File: src/rtl/nios2_oci_dct_pkg.sv
// Shared types and default sizing for the OCI DCT trace-capture monitor.
package nios2_oci_dct_pkg;

    typedef enum logic [1:0] {
        ST_IDLE    = 2'd0,
        ST_CAPTURE = 2'd1,
        ST_DRAIN   = 2'd2,
        ST_DONE    = 2'd3
    } dct_state_e;

    localparam int DEF_DATA_W = 30;
    localparam int DEF_CNT_W  = 4;
    localparam int DEF_DEPTH  = 16;
    localparam int DEF_TOT_W  = 16;

endpackage

File: src/rtl/nios2_oci_dct_fifo.sv
// First-word-fall-through capture FIFO; head entry reads as zero while empty.
module nios2_oci_dct_fifo #(
    parameter int WIDTH = 34,
    parameter int DEPTH = 16,
    localparam int AW   = $clog2(DEPTH),
    localparam int LW   = AW + 1
) (
    input  logic             clk,
    input  logic             reset,
    input  logic             push,
    input  logic             pop,
    input  logic [WIDTH-1:0] wr_data,
    output logic [WIDTH-1:0] rd_data,
    output logic             full,
    output logic             empty,
    output logic [LW-1:0]    level
);

    logic [WIDTH-1:0] mem [DEPTH];
    logic [AW-1:0]    wptr, rptr;
    logic             do_pop;

    assign empty   = (level == '0);
    assign full    = (level == LW'(DEPTH));
    assign do_pop  = pop && !empty;
    assign rd_data = empty ? '0 : mem[rptr];

    always_ff @(posedge clk) begin
        if (reset) begin
            wptr  <= '0;
            rptr  <= '0;
            level <= '0;
        end else begin
            if (push)
                wptr <= wptr + AW'(1);
            if (do_pop)
                rptr <= rptr + AW'(1);
            case ({push, do_pop})
                2'b10:   level <= level + LW'(1);
                2'b01:   level <= level - LW'(1);
                default: level <= level;
            endcase
        end
    end

    // Storage is not reset; empty gating keeps stale contents off rd_data.
    always_ff @(posedge clk) begin
        if (push)
            mem[wptr] <= wr_data;
    end

endmodule

File: src/rtl/nios2_oci_dct_monitor.sv
// Captures qualified DCT trace words into a FIFO, accumulates their counts,
// and sequences capture -> drain -> done around the test end handshake.
module nios2_oci_dct_monitor
    import nios2_oci_dct_pkg::*;
#(
    parameter int DATA_W = DEF_DATA_W,
    parameter int CNT_W  = DEF_CNT_W,
    parameter int DEPTH  = DEF_DEPTH,
    parameter int TOT_W  = DEF_TOT_W,
    localparam int LW    = $clog2(DEPTH) + 1
) (
    input  logic              clk,
    input  logic              reset,
    input  logic              dct_valid,
    input  logic [DATA_W-1:0] dct_buffer,
    input  logic [CNT_W-1:0]  dct_count,
    input  logic              test_ending,
    input  logic              test_has_ended,
    input  logic              rd_ready,
    output logic              rd_valid,
    output logic [DATA_W-1:0] rd_data,
    output logic [CNT_W-1:0]  rd_count,
    output logic [LW-1:0]     fill_level,
    output logic [TOT_W-1:0]  total_count,
    output logic              overflow,
    output logic [1:0]        state,
    output logic              done
);

    localparam int ENT_W = CNT_W + DATA_W;
    localparam int SUM_W = ((TOT_W > CNT_W) ? TOT_W : CNT_W) + 1;

    dct_state_e        cur_st, nxt_st;
    logic              capturing, push, pop, full, empty, drained;
    logic [ENT_W-1:0]  head;
    logic [SUM_W-1:0]  tot_sum;

    assign rd_valid = !empty;
    assign pop      = rd_valid && rd_ready;
    // A full FIFO still accepts when the same edge frees a slot.
    assign push     = capturing && dct_valid && (!full || pop);
    assign drained  = empty || (fill_level == LW'(1) && pop);

    nios2_oci_dct_fifo #(.WIDTH(ENT_W), .DEPTH(DEPTH)) u_fifo (
        .clk     (clk),
        .reset   (reset),
        .push    (push),
        .pop     (pop),
        .wr_data ({dct_count, dct_buffer}),
        .rd_data (head),
        .full    (full),
        .empty   (empty),
        .level   (fill_level)
    );

    assign {rd_count, rd_data} = head;

    always_ff @(posedge clk) begin
        if (reset)
            cur_st <= ST_IDLE;
        else
            cur_st <= nxt_st;
    end

    always_comb begin
        nxt_st = cur_st;
        case (cur_st)
            ST_IDLE: begin
                if (test_ending)
                    nxt_st = ST_DRAIN;
                else if (dct_valid)
                    nxt_st = ST_CAPTURE;
            end
            ST_CAPTURE: if (test_ending) nxt_st = ST_DRAIN;
            ST_DRAIN:   if (drained && test_has_ended) nxt_st = ST_DONE;
            default:    nxt_st = ST_DONE;
        endcase
    end

    always_comb begin
        capturing = (cur_st == ST_IDLE) || (cur_st == ST_CAPTURE);
        done      = (cur_st == ST_DONE);
        state     = cur_st;
    end

    assign tot_sum = SUM_W'(total_count) + SUM_W'(dct_count);

    always_ff @(posedge clk) begin
        if (reset) begin
            total_count <= '0;
            overflow    <= 1'b0;
        end else begin
            if (push)
                total_count <= (tot_sum[SUM_W-1:TOT_W] != '0) ? '1 : tot_sum[TOT_W-1:0];
            if (capturing && dct_valid && !push)
                overflow <= 1'b1;
        end
    end

endmodule

File: config.mk
export PLATFORM = sky130hd
export DESIGN_NAME = nios2_oci_dct_monitor
export DESIGN_NICKNAME = d
export VERILOG_FILES = /design/src/rtl/nios2_oci_dct_pkg.sv /design/src/rtl/nios2_oci_dct_fifo.sv /design/src/rtl/nios2_oci_dct_monitor.sv
export SDC_FILE = /design/constraint.sdc
export NUM_CORES = 1
export LEC_CHECK = 0
export CORE_ASPECT_RATIO = 1.2
export CORE_MARGIN = 1.5
export CORE_UTILIZATION = 54
export DETAILED_ROUTE_END_ITERATION = 10
export PLACE_DENSITY = 0.78
export SYNTH_ARGS = -nofsm -noshare
export SYNTH_HDL_FRONTEND = slang
export SYNTH_HIERARCHICAL = 1
export SYNTH_SLANG_ARGS = --single-unit
File: constraint.sdc
create_clock -name clk -period 3.4 [get_ports clk]
set_input_delay 0.34 -clock clk [delete_from_list [all_inputs] [get_ports clk]]
set_output_delay 0.34 -clock clk [all_outputs]
set_load 0.005 [all_outputs]
# ---- Word-level counts from Yosys, hierarchy flattened
# Memories as Yosys holds them, arrays and structs flattened. A register that Yosys moved wholly into a read port is not among the register bits.
# Index checks and enable logic that the tools add are counted.
dict set report op_classes {
  add_sub_neg 5
  muxes 12
  eq_ne 10
  n_reduce_logical 17
}
# operator count
set ops {}
lappend ops {{two-way mux 34 bit} 1}
lappend ops {{adder 16 x 4 -> 17 bit} 1}
lappend ops {{two-way mux 16 bit} 1}
lappend ops {{case mux 5 bit (2 select lines)} 1}
lappend ops {{adder 4 x 1 -> 4 bit, second input constant} 2}
lappend ops {{two-way mux 2 bit} 4}
lappend ops {{two-way mux 4 bit} 2}
lappend ops {{logical AND 1 bit} 7}
lappend ops {{equality test 2 bit, second input constant} 3}
lappend ops {{case mux 2 bit (3 select lines)} 1}
lappend ops {{adder 5 x 1 -> 5 bit, second input constant} 1}
lappend ops {{equality test 5 x 1 -> 1 bit, second input constant} 1}
lappend ops {{equality test 5 bit, second input constant} 1}
lappend ops {{zero test 5 bit} 1}
lappend ops {{subtractor 5 x 1 -> 5 bit, second input constant} 1}
lappend ops {{equality test 2 x 1 -> 1 bit, second input constant} 2}
lappend ops {{inequality test 2 bit, second input constant} 2}
lappend ops {{zero test 1 bit} 3}
lappend ops {{logical OR 1 bit} 3}
lappend ops {{inequality test 3 bit, second input constant} 1}
lappend ops {{AND reduction 3 bit} 1}
lappend ops {{zero test 2 bit} 1}
lappend ops {{two-way mux 1 bit} 2}
lappend ops {{nonzero test 2 bit} 1}
dict set report word_totals {
  in_bits 40
  mem_count 1
  word_cells 51
  out_inout_bits 60
  reg_bits 32
  mem_bits_rw 544
}
# name words word_bits read_ports rd_clocked_by_memory_dff write_ports line_no
set memory_table {}
lappend memory_table {u_fifo.mem 16 34 1 1 1 nios2_oci_dct_fifo.sv:19} ;# logic [WIDTH-1:0] mem [DEPTH];

# ---- Logic depth before layout (Yosys ltp)
# Gate-level depths: netlist (run 1).
dict set report logic_depth {
  depth_word 8
  ltp_mapped 18
  depth_no_buf 14
}

# ---- Cells and area by module
# Netlist (run 1), hierarchy kept.
# mod cells_each area_each_um2 instances seq_area_each_um2
set modules_own_cells {}
lappend modules_own_cells {nios2_oci_dct_fifo 1000 21899.8 1 16676.0}
lappend modules_own_cells {nios2_oci_dct_monitor 128 1097.3 1 380.4}

# ---- Worst setup path after synthesis (run 1)
# OpenSTA, ideal clock, no wires.
dict set report synth_timing {
  path_kind {register to register}
  startpoint {register u_fifo.level[1]}
  endpoint {register u_fifo.level[4]}
  arrival_time_ns 3.547
  path_slack_ns -0.270
  period_less_slack_ns 3.670
  setup_time_ns 0.122
  n_path_buf 5
  stages_incl_launch_ff 19
  t_required_ns 3.278
  path_cell_list {dfxtp_1 > buf_6 > or4_4 > buf_6 > clkbuf_1 > nor2_1 > inv_1 > o21ai_1 > clkinv_1 > clkbuf_1 > clkbuf_1 > inv_1 > ha_1 > xor2_1 > ha_1 > nor2b_1 > o32ai_1 > nor3_1 > nand3b_1}
}
dict set report synth_between {
  elab_cells_between_ends 14
  cone_classes {add/sub: 2; eq/ne: 3; mux: 1; reduce/logical: 8}
}
# item line_no
set synth_lines {}
lappend synth_lines {{start: declaration} nios2_oci_dct_fifo.sv:16} ;# output logic [LW-1:0] level
lappend synth_lines {{start signal: assignment} nios2_oci_dct_fifo.sv:39} ;# 2'b10: level <= level + LW'(1);
lappend synth_lines {{start signal: assignment} nios2_oci_dct_fifo.sv:40} ;# 2'b01: level <= level - LW'(1);
lappend synth_lines {{start signal: assignment} nios2_oci_dct_fifo.sv:41} ;# default: level <= level;
lappend synth_lines {{equality test 5 bit *} nios2_oci_dct_fifo.sv:24} ;# assign full = (level == LW'(DEPTH));
lappend synth_lines {{via full} nios2_oci_dct_monitor.sv:34} ;# logic capturing, push, pop, full, empty, drained;
lappend synth_lines {{zero test 1 bit *} nios2_oci_dct_monitor.sv:41} ;# assign push = capturing && dct_valid && (!full || pop);
lappend synth_lines {{logical OR 1 bit *} nios2_oci_dct_monitor.sv:41}
lappend synth_lines {{logical AND 1 bit *} nios2_oci_dct_monitor.sv:41}
lappend synth_lines {{via push} nios2_oci_dct_monitor.sv:34}
lappend synth_lines {{equality test 2 x 1 -> 1 bit / equality test 2 bit (equally long branches)} nios2_oci_dct_fifo.sv:38} ;# case ({push, do_pop})
lappend synth_lines {{case mux 5 bit (2 select lines) / nonzero test 2 bit (equally long branches)} -}
# Mark *: on every way through the listed nets, which the timed path passes. The rest lies on a longest branch.
# A chain may end at the register's enable or synchronous reset.

# ---- Final worst setup path (run 1)
dict set report layout_timing {
  startpoint {register u_fifo.level[3]}
  endpoint {output rd_count[1]}
}
dict set report layout_between {
  elab_chain_cells 2
}
# item line_no
set layout_rtl {}
lappend layout_rtl {{zero test 5 bit} nios2_oci_dct_fifo.sv:23} ;# assign empty = (level == '0);
lappend layout_rtl {{via empty} nios2_oci_dct_monitor.sv:34}
lappend layout_rtl {{two-way mux 34 bit} nios2_oci_dct_fifo.sv:26} ;# assign rd_data = empty ? '0 : mem[rptr];
lappend layout_rtl {{end: declaration} nios2_oci_dct_monitor.sv:22} ;# output logic [CNT_W-1:0] rd_count,
# The timed path passes the listed nets, and every way through them passes these cells.

==> out/results.ini, run 1 <==
[status]
run_status = finished clean

[die]
floorplan.initialDensity_pct = 54.9
placementRows = 82
die_area_sq_mm = 0.0438
die_x_um = 191
chip_height_um = 229
i_o_pins = 100
floorplan.core_area_sq_mm = 0.0419

[synth]
flip_flop_cell_with_the_highest_count_after_synthesis = sky130_fd_sc_hd__edfxtp_1
syn_area_sq_mm = 0.0230
post_synth_inst_count = 1128
synth_warnings = 6
async_reset_ff_share_pct = 0
avgSynthCellArea_sq_um = 20.4
postSynthRegisterBits = 580
synth_fp_nets = 1181
synth-seq-area-share_pct = 74.2
edff_count_synth = 544
ys_types = 56

[cts]
path_clk_slew_ns = 0.06
cts_buffers = 54
cts_sinks = 580
tritoncts_clock_tree = yes
max-clock-path-buffers = 3
cts_root_buffer = sky130_fd_sc_hd__clkbuf_16
clk_latency_ns = 0.59
clock_tree.htree_level_count = 2

[critical_path]
crit_buf_inv = 2
setup.worst_path.end_class = primary output
timing.critical_path.cells = or4_4, nor2_4, or2_4, buf_4, o211ai_1, clkdlybuf4s50_1
reg2reg_setup_slack_ns = 0.22
criticalPathCategory = reg2out
cpMaxStageDelayCell = sky130_fd_sc_hd__or4_4
worst-endpoint-arrival_ns = 2.97
timing.critical_path.max_delay_family = simple AND/OR/NAND/NOR gates
crit_fanout = 10
max_stage_delay_ns = 0.62
cp-start-kind = register
worst_ep_required_time_ns = 3.06

[detailed_routing]
wire_length_per_cell_um = 27.4
viasPerCell = 6.39
routed_wirelength_um = 50900
drt.antenna.violating_nets = 0
violation_count_after_the_first_detailed_routing_iteration = 1059
dr.pass1.iters = 5
drc_errors_left = 0
total_via_count_in_the_routed_design = 11900

[timing]
max-slew-margin-rel_pct = 20.7
setup_tns_ns = 0
setup_viol = 0
fmax_mhz = 302
tightest_slew_ns = 1.19
final.min_clock_period_ns = 3.31
clock-skew-final_ns = 0.0232
final_max_slew_viol_count = 0
hold_violations = 0
unrepaired_setup_endpoints_after_global_routing = false
final.period_utilization_pct = 97.4

[placement]
numPlacedInstances = 1747
place_congestion = 0.775
io_buffers = 99
hpwl_um = 27900

[grt]
grt_max_degree = 71
grt_first_pass_wirelength_um = 76900
global_route.usage.total_pct = 23.9
global_route.overflow_total = 0
antenna_found_initial = 1
number_of_global_route_vias_before_repair = 12500

[cells_and_area]
layout_cell_share_with_drive_strength_beyond_1_pct = 24.1
finish.utilization_pct = 64.1
fin_cells = 1860
most-common-layout-cells = sky130_fd_sc_hd__edfxtp_1 (544), sky130_fd_sc_hd__mux4_2 (136), sky130_fd_sc_hd__clkdlybuf4s50_1 (99), sky130_fd_sc_hd__o211ai_1 (94), sky130_fd_sc_hd__clkbuf_16 (55)
syn2layout_area_growth_pct = 16.7
post_layout_nets = 1322
layout.cells.most_common = sky130_fd_sc_hd__edfxtp_1
fillCellCount = 2734

[power_and_ir_drop]
total_power_mw = 17.3
p_sw_share_pct = 26.0
leakagePower_nw = 8.22
comb_power_share_pct = 19.7
p_sw_mw = 4.50
vdd.ir_drop.worst_v = 0.000591
power_report.internal_total_mw = 12.8
power_density_mw_per_mm2 = 645
power.share.sequential_pct = 46.6
p_clk_share_pct = 33.7

[flow_run]
maxCapViolations = 0

[hold_path]
worst_hold_path_type = in2reg

-- final cells by class --
| type | instances | area, sq um | area share (%) |
|---|---|---|---|
| repair buffers | 157 | 1740 | 6.47 |
| multi-input cells | 461 | 5580 | 20.8 |
| well taps | 546 | 683 | 2.55 |
| clock inverters | 39 | 314 | 1.17 |
| clock buffers | 61 | 1400 | 5.21 |
| inverters | 15 | 57.6 | 0.214 |
| diodes | 1 | 2.50 | 0.00932 |
| flip-flops and latches | 580 | 17100 | 63.6 |
-- worst register-to-register path, cell delays in order (launching register included) --
cell	delay, ns
sky130_fd_sc_hd__dfxtp_1	0.39
sky130_fd_sc_hd__or4_4	0.62
sky130_fd_sc_hd__nor2_4	0.14
sky130_fd_sc_hd__nand2b_1	0.15
sky130_fd_sc_hd__inv_1	0.12
sky130_fd_sc_hd__o21ai_2	0.18
sky130_fd_sc_hd__clkinv_2	0.09
sky130_fd_sc_hd__inv_2	0.11
sky130_fd_sc_hd__ha_4	0.19
sky130_fd_sc_hd__xor2_1	0.17
sky130_fd_sc_hd__ha_1	0.24
sky130_fd_sc_hd__a21oi_1	0.09
sky130_fd_sc_hd__xnor2_1	0.16
sky130_fd_sc_hd__or3_1	0.31
sky130_fd_sc_hd__a21oi_1	0.14
-- registers in the layout, summed over array words and instances, names as in the netlist, named ones only --
register	cells
u_fifo/mem	544
u_fifo/wptr	4
overflow	1
u_fifo/level	5
u_fifo/rptr	4
total_count	16
state	2
-- power by group through the flow --
stage,sequential [mW],combinational [mW],clock (mW)
after floorplan,8.17,1.95,0
after CTS,8.08,3.34,5.93
after detailed placement,8.23,3.28,0
after global routing,8.07,3.60,6.21
after global placement,8.22,3.25,0
final,8.06,3.41,5.84
-- logic make-up after synthesis --
family | share of synthesized area [%]
buffers and inverters | 1.80
AND/OR/NAND/NOR | 2.72
flip-flops | 74.2
multiplexers | 15.0
adder cells (fa/ha/maj) | 0.740
AO/OA/AOI/OAI | 5.18
XOR/XNOR | 0.419
-- metal layers --
metal / global-route usage (%) / vias up / wire, um / part of all wire [%]
met5: 0 / - / 0 / 0
met4: 9.06 / 0 / 1550 / 3.0
met3: 3.83 / 99 / 3440 / 6.8
met2: 40.4 / 551 / 26500 / 52
met1: 31.1 / 6219 / 19400 / 38
li1: - / 5025 / - / -
-- synth_stat cells, types with 5 or more instances --
library cell / number / area, sq um
sky130_fd_sc_hd__nand3_1: 5 / 25.0
sky130_fd_sc_hd__a311oi_1: 6 / 52.6
sky130_fd_sc_hd__ha_1: 12 / 150
sky130_fd_sc_hd__o211ai_2: 11 / 138
sky130_fd_sc_hd__mux4_2: 136 / 3060
sky130_fd_sc_hd__a31oi_1: 11 / 68.8
sky130_fd_sc_hd__and2_1: 20 / 125
sky130_fd_sc_hd__nand2_1: 7 / 26.3
sky130_fd_sc_hd__inv_1: 14 / 52.6
sky130_fd_sc_hd__nor2_1: 29 / 109
sky130_fd_sc_hd__mux2i_1: 37 / 370
sky130_fd_sc_hd__buf_2: 30 / 150
sky130_fd_sc_hd__xor2_1: 8 / 70.1
sky130_fd_sc_hd__o211ai_1: 94 / 706
sky130_fd_sc_hd__nor3_1: 10 / 50.1
sky130_fd_sc_hd__a211oi_1: 5 / 37.5
sky130_fd_sc_hd__edfxtp_1: 544 / 16300
sky130_fd_sc_hd__nor2b_1: 7 / 43.8
sky130_fd_sc_hd__a21oi_1: 10 / 50.1
sky130_fd_sc_hd__buf_6: 5 / 56.3
sky130_fd_sc_hd__clkbuf_1: 33 / 124
sky130_fd_sc_hd__dfxtp_1: 36 / 721
-- timing repair --
| item | in CTS | in global routing |
|---|---|---|
| pin swaps | 0 | 0 |
| gates resized for setup | 2 | 3 |
| cloned | 0 | 0 |
| hold buffers | 0 | 0 |
| buffers inserted | 0 | 12 |
| setup endpoints to repair | 7 | 7 |
-- through the flow --
step | setup WS [ns] | area, sq um | hold WS (ns)
floorplan | 0.0193 | 23000 | 0.439
global placement | 0.468 | 25000 | 0.499
detailed placement | 0.281 | 25000 | 0.507
CTS | 0.0190 | 26700 | 0.345
global route | 0.00399 | 26800 | 0.380
finish | 0.0892 | 26800 | 0.377
-- final timing paths --
check	from	end	cells past startpoint
min reg2reg	total_count[0]	total_count[0]	2
max	u_fifo/level[3]	rd_count[1]	6
min	test_ending	state[1]	3
max reg2reg	u_fifo/level[3]	u_fifo/level[2]	14
Note: power is estimated with default switching activity, not from simulation.
==> inputs of run 2 (changes only) <==
--- a/config.mk
+++ b/config.mk
@@ -7,9 +7,9 @@
 export LEC_CHECK = 0
 export CORE_ASPECT_RATIO = 1.2
 export CORE_MARGIN = 1.5
-export CORE_UTILIZATION = 54
+export CORE_UTILIZATION = 24
 export DETAILED_ROUTE_END_ITERATION = 10
-export PLACE_DENSITY = 0.78
+export PLACE_DENSITY = 0.43
 export SYNTH_ARGS = -nofsm -noshare
 export SYNTH_HDL_FRONTEND = slang
 export SYNTH_HIERARCHICAL = 1
==> run 2 against run 1 <==
Combinational power is 11% higher; fmax is essentially flat; non-clock buffer count increased by 16; clock-buffer cell count rose by 21; final area increased by 5.6%; sequential power is essentially flat; worst hold slack got worse by 0.029 ns; core utilization decreased by 34 points; worst setup slack barely moved; largest power group unchanged.
==> out/results.ini, run 2 (synthesis results as in run 1) <==
[status]
run_status = finished clean

[critical_path]
cpMaxStageDelayCell = sky130_fd_sc_hd__or4_4
cp-start-kind = register
max_stage_delay_ns = 0.59
worst-endpoint-arrival_ns = 2.97
timing.critical_path.cells = or4_4, buf_6, o211ai_1, o211ai_1, clkdlybuf4s50_1
crit_top_cell = sky130_fd_sc_hd__o211ai_1
criticalPathCategory = reg2out
crit_fanout = 70
worst_ep_required_time_ns = 3.06
setup.worst_path.end_class = primary output
timing.critical_path.max_delay_family = buffers and inverters
crit_buf_inv = 2

[grt]
global_route.overflow_total = 0
antenna_found_initial = 2
grt_max_degree = 71
global_route.usage.total_pct = 13.1
grt_first_pass_wirelength_um = 91800
number_of_global_route_vias_before_repair = 12700

[cts]
cts_sinks = 580
tritoncts_clock_tree = yes
cts_buffers = 66
clock_tree.htree_level_count = 3
max-clock-path-buffers = 3
clk_latency_ns = 0.61
cts.hold.buffers_added = 0
path_clk_slew_ns = 0.06
cts_root_buffer = sky130_fd_sc_hd__clkbuf_16

[timing]
final_max_slew_viol_count = 0
layout_setup_ws_ns = 0.0889
setup_tns_ns = 0
setup_viol = 0
max-slew-margin-rel_pct = 47.9
hold_violations = 0
timing.hold.ws_ns = 0.349
final.period_utilization_pct = 97.4
tightest_slew_ns = 0.781
unrepaired_setup_endpoints_after_global_routing = true
final.min_clock_period_ns = 3.31
fmax_mhz = 302
clock-skew-final_ns = 0.0266

[cells_and_area]
largest_reg_flops = 544
biggestRegsByFlops = u_fifo/mem (544), total_count (16), u_fifo/level (5)
syn2layout_area_growth_pct = 23.3
fillCellCount = 9275
fin_cells = 2610
largest-register = u_fifo/mem
layout_cell_share_with_drive_strength_beyond_1_pct = 26.2
layout.cell_area.non_filler_sq_mm = 0.0284
most-common-layout-cells = sky130_fd_sc_hd__edfxtp_1 (544), sky130_fd_sc_hd__mux4_2 (136), sky130_fd_sc_hd__o211ai_1 (94), sky130_fd_sc_hd__clkdlybuf4s50_1 (94), sky130_fd_sc_hd__clkbuf_16 (67)
finish.utilization_pct = 29.8
layout.cells.most_common = sky130_fd_sc_hd__edfxtp_1
post_layout_nets = 1351

[power_and_ir_drop]
comb_power_share_pct = 20.2
power_report.internal_total_mw = 13.6
p_sw_share_pct = 27.3
p_clk_share_pct = 36.7
power_density_mw_per_mm2 = 660
total_power_mw = 18.7
vdd.ir_drop.worst_v = 0.000383
leakagePower_nw = 8.61
p_sw_mw = 5.11
power.share.sequential_pct = 43.1

[placement]
place_worst_setup_slack_ns = 0.459
place_congestion = 0.703
io_buffers = 99
placement.cell_area_sq_mm = 0.0261
numPlacedInstances = 2484
hpwl_um = 36000

[die]
chip_height_um = 342
floorplan.core_area_sq_mm = 0.0951
die_x_um = 286
floorplan.initialDensity_pct = 24.2
die_area_sq_mm = 0.0977
i_o_pins = 100
placementRows = 124

[detailed_routing]
violation_count_after_the_first_detailed_routing_iteration = 826
total_via_count_in_the_routed_design = 11700
routed_wirelength_um = 62900
drc_errors_left = 0
viasPerCell = 4.49
drt.antenna.violating_nets = 0
wire_length_per_cell_um = 24.1
dr.pass1.iters = 5

[flow_run]
maxCapViolations = 0

[hold_path]
worst_hold_path_type = in2reg

## run 2: cell count changes in the layout (fill, tap and decap cells not counted), moves of 3 or more
cell	delta
sky130_fd_sc_hd__buf_16	+3
sky130_fd_sc_hd__buf_4	+9
sky130_fd_sc_hd__clkbuf_1	+8
sky130_fd_sc_hd__clkbuf_16	+12
sky130_fd_sc_hd__clkdlybuf4s50_1	-5
sky130_fd_sc_hd__clkinv_1	-7
sky130_fd_sc_hd__clkinv_2	+4
sky130_fd_sc_hd__dlymetal6s2s_1	+4
## run 2: timing repair
action,CTS,global route
setup endpoints to repair,33,16
gates cloned,3,0
buffers inserted,3,0
pin swaps,3,2
gates resized for setup,8,8
## run 2: cell type report
class / count / area, sq um / share of cell area [%]
inverter: 15 / 57.6 / 0.203
sequential: 580 / 17100 / 60.2
timing repair buffer: 173 / 1980 / 7.00
tap: 1260 / 1580 / 5.56
clock inverter: 37 / 324 / 1.14
clock buffer: 82 / 1740 / 6.15
multi-input combinational: 462 / 5600 / 19.7
antenna: 1 / 2.50 / 0.00882
## run 2: worst paths after layout
path / startpoint / end / slack [ns] / depth (start not counted)
hold reg to reg: overflow / overflow / 0.50 / 2
setup reg to reg: u_fifo/level[3] / u_fifo/level[2] / 0.47 / 14
setup / recovery: u_fifo/level[3] / rd_data[16] / 0.09 / 5
hold / removal: test_ending / state[1] / 0.35 / 3
## run 2: worst min-delay path: stages
cell and delay [ns]:
sky130_fd_sc_hd__clkdlybuf4s50_1 0.43, sky130_fd_sc_hd__nor2_1 0.10, sky130_fd_sc_hd__nor2_1 0.05
## run 2: per-layer routing
layer / vias to the layer above / wire, um / track usage [%]
met1: 6328 / 27500 / 16.7
met3: 74 / 2470 / 2.38
li1: 5097 / - / -
met2: 232 / 31900 / 22.6
met5: - / 0 / 0
met4: 0 / 1100 / 3.47
## run 2: power groups by stage
stage | sequential, mW | clock (mW) | combinational [mW]
after CTS | 8.07 | 7.09 | 3.95
final | 8.07 | 6.86 | 3.78
after detailed placement | 8.24 | 0 | 3.72
after floorplan | 8.17 | 0 | 1.95
after global placement | 8.24 | 0 | 3.71
after global routing | 8.08 | 7.33 | 4.07
==> inputs of run 3 (changes only) <==
--- a/config.mk
+++ b/config.mk
@@ -5,8 +5,8 @@
 export SDC_FILE = /design/constraint.sdc
 export NUM_CORES = 1
 export LEC_CHECK = 0
+export CAP_MARGIN = 0
 export CORE_ASPECT_RATIO = 1.2
-export CORE_MARGIN = 1.5
 export CORE_UTILIZATION = 24
 export DETAILED_ROUTE_END_ITERATION = 10
 export PLACE_DENSITY = 0.43
==> run 3 against run 2 <==
Critical path depth unchanged; largest cell class unchanged; clock power down 2%; die area down 0.64%.
==> out/results.ini, run 3 (synthesis results as in run 1) <==
[critical_path]
crit_fanout = 71
crit_buf_inv = 2
worst-endpoint-arrival_ns = 2.97
cp-start-kind = register
cpMaxStageDelayCell = sky130_fd_sc_hd__or4_4
crit_top_cell = sky130_fd_sc_hd__o211ai_1
max_stage_delay_ns = 0.57
timing.critical_path.max_delay_family = buffers and inverters
criticalPathCategory = reg2out
worst_ep_required_time_ns = 3.06
setup.worst_path.end_class = primary output
timing.critical_path.cells = or4_4, buf_6, o211ai_1, o211ai_1, clkdlybuf4s50_1

[cts]
tritoncts_clock_tree = yes
cts_sinks = 580
cts.hold.buffers_added = 0
max-clock-path-buffers = 3
clock_tree.htree_level_count = 2
clk_latency_ns = 0.64
cts_buffers = 61
path_clk_slew_ns = 0.06
cts_root_buffer = sky130_fd_sc_hd__clkbuf_16

[die]
i_o_pins = 100
die_area_sq_mm = 0.0971
placementRows = 124
floorplan.initialDensity_pct = 24.2
die_x_um = 285
floorplan.core_area_sq_mm = 0.0951
chip_height_um = 341

[power_and_ir_drop]
p_clk_share_pct = 36.3
power.share.sequential_pct = 43.3
p_sw_mw = 5.05
power_density_mw_per_mm2 = 658
power_report.internal_total_mw = 13.5
leakagePower_nw = 8.44
comb_power_share_pct = 20.4
p_sw_share_pct = 27.3
vdd.ir_drop.worst_v = 0.000719

[grt]
antenna_found_initial = 2
number_of_global_route_vias_before_repair = 12500
global_route.usage.total_pct = 12.4
grt_max_degree = 72
grt_first_pass_wirelength_um = 88000
global_route.overflow_total = 0

[placement]
hpwl_um = 33800
io_buffers = 99
place_congestion = 0.713

[detailed_routing]
violation_count_after_the_first_detailed_routing_iteration = 698
viasPerCell = 4.48
wire_length_per_cell_um = 23.3
dr.pass1.iters = 4
drt.antenna.violating_nets = 0
drc_errors_left = 0
routed_wirelength_um = 60500
total_via_count_in_the_routed_design = 11600

[timing]
max-slew-margin-rel_pct = 45.6
final.period_utilization_pct = 97.2
unrepaired_setup_endpoints_after_global_routing = false
setup_tns_ns = 0
tightest_slew_ns = 0.816
hold_violations = 0
clock-skew-final_ns = 0.0157
timing.hold.ws_ns = 0.318
fmax_mhz = 303
setup_viol = 0
final.min_clock_period_ns = 3.31
final_max_slew_viol_count = 0

[hold_path]
worst_hold_path_type = in2reg

[cells_and_area]
layout_cell_share_with_drive_strength_beyond_1_pct = 25.7
syn2layout_area_growth_pct = 22.4
sequential_cell_area_sq_mm = 0.0171
multi_input_comb_area_sq_mm = 0.00558
largest-register = u_fifo/mem
biggestRegsByFlops = u_fifo/mem (544), total_count (16), u_fifo/level (5)
post_layout_nets = 1335
fillCellCount = 9266
layout.cells.most_common = sky130_fd_sc_hd__edfxtp_1
most-common-layout-cells = sky130_fd_sc_hd__edfxtp_1 (544), sky130_fd_sc_hd__mux4_2 (136), sky130_fd_sc_hd__clkdlybuf4s50_1 (99), sky130_fd_sc_hd__o211ai_1 (94), sky130_fd_sc_hd__clkbuf_16 (64)
largest_reg_flops = 544

[status]
run_status = finished clean

[flow_run]
maxCapViolations = 0

## run 3: changes by cell type in the layout (fill, tap and decap cells not counted), sizes merged, moves of 2 or more
cell	previous run	this run
buf	73	63
bufinv	4	6
inv	18	16
dlymetal6s2s	4	0
clkbuf	82	76
clkinv	28	30
clkdlybuf4s50	94	99
## run 3: final cells by class
type / count / area share (%)
tap: 1260 / 5.60
timing repair buffer: 163 / 6.54
inverter: 15 / 0.204
antenna: 1 / 0.00889
sequential: 580 / 60.6
multi-input combinational: 461 / 19.8
clock buffer: 75 / 5.87
clock inverter: 40 / 1.32
## run 3: final timing paths
| check | slack (ns) | depth (start not counted) | endpoint | startpoint |
|---|---|---|---|---|
| hold / removal | 0.32 | 3 | state[1] | test_ending |
| hold reg to reg | 0.53 | 2 | total_count[0] | total_count[0] |
| setup / recovery | 0.09 | 5 | rd_data[13] | u_fifo/level[3] |
| setup reg to reg | 0.37 | 11 | u_fifo/level[4] | u_fifo/level[3] |
## run 3: power by group through the flow
stage / Sequential (mW) / Clock [mW] / Combinational [mW]
floorplan: 8.17 / 0 / 1.95
global placement: 8.17 / 0 / 3.75
detailed placement: 8.18 / 0 / 3.75
CTS: 8.02 / 6.94 / 3.78
global route: 8.03 / 7.15 / 4.08
finish: 8.02 / 6.72 / 3.79
## run 3: worst min-delay path: cells and delay by family
family,cells,cell delay (ns)
buffers and inverters,1,0.42
and+or+nand+nor,2,0.14
## run 3: through the flow
step	instance area (sq um)	std cells	worst slack [ns]	utilization, %	total power, mW
6_report	28200	2595	0.0946	29.6	18.5
5_1_grt	28200	2595	0.000675	29.6	19.3
4_1_cts	28100	2593	0.0106	29.6	18.7
3_5_place_dp	26100	2477	0.227	27.4	11.9
3_3_place_gp	26100	2477	0.187	27.4	11.9
2_1_floorplan	23000	1128	0.0193	-	10.1
## run 3: repair_timing
action,4_1_cts,5_1_grt
endpoints found under the setup margin,20,3
resized for setup,2,2
buffers inserted,1,0
gates cloned,0,1
## run 3: layer usage
layer / GRT usage [%] / share of wire, %
met5: 0 / 0.018
met2: 20.9 / 49
met4: 3.79 / 2.5
met3: 1.97 / 3.6
met1: 16.4 / 45
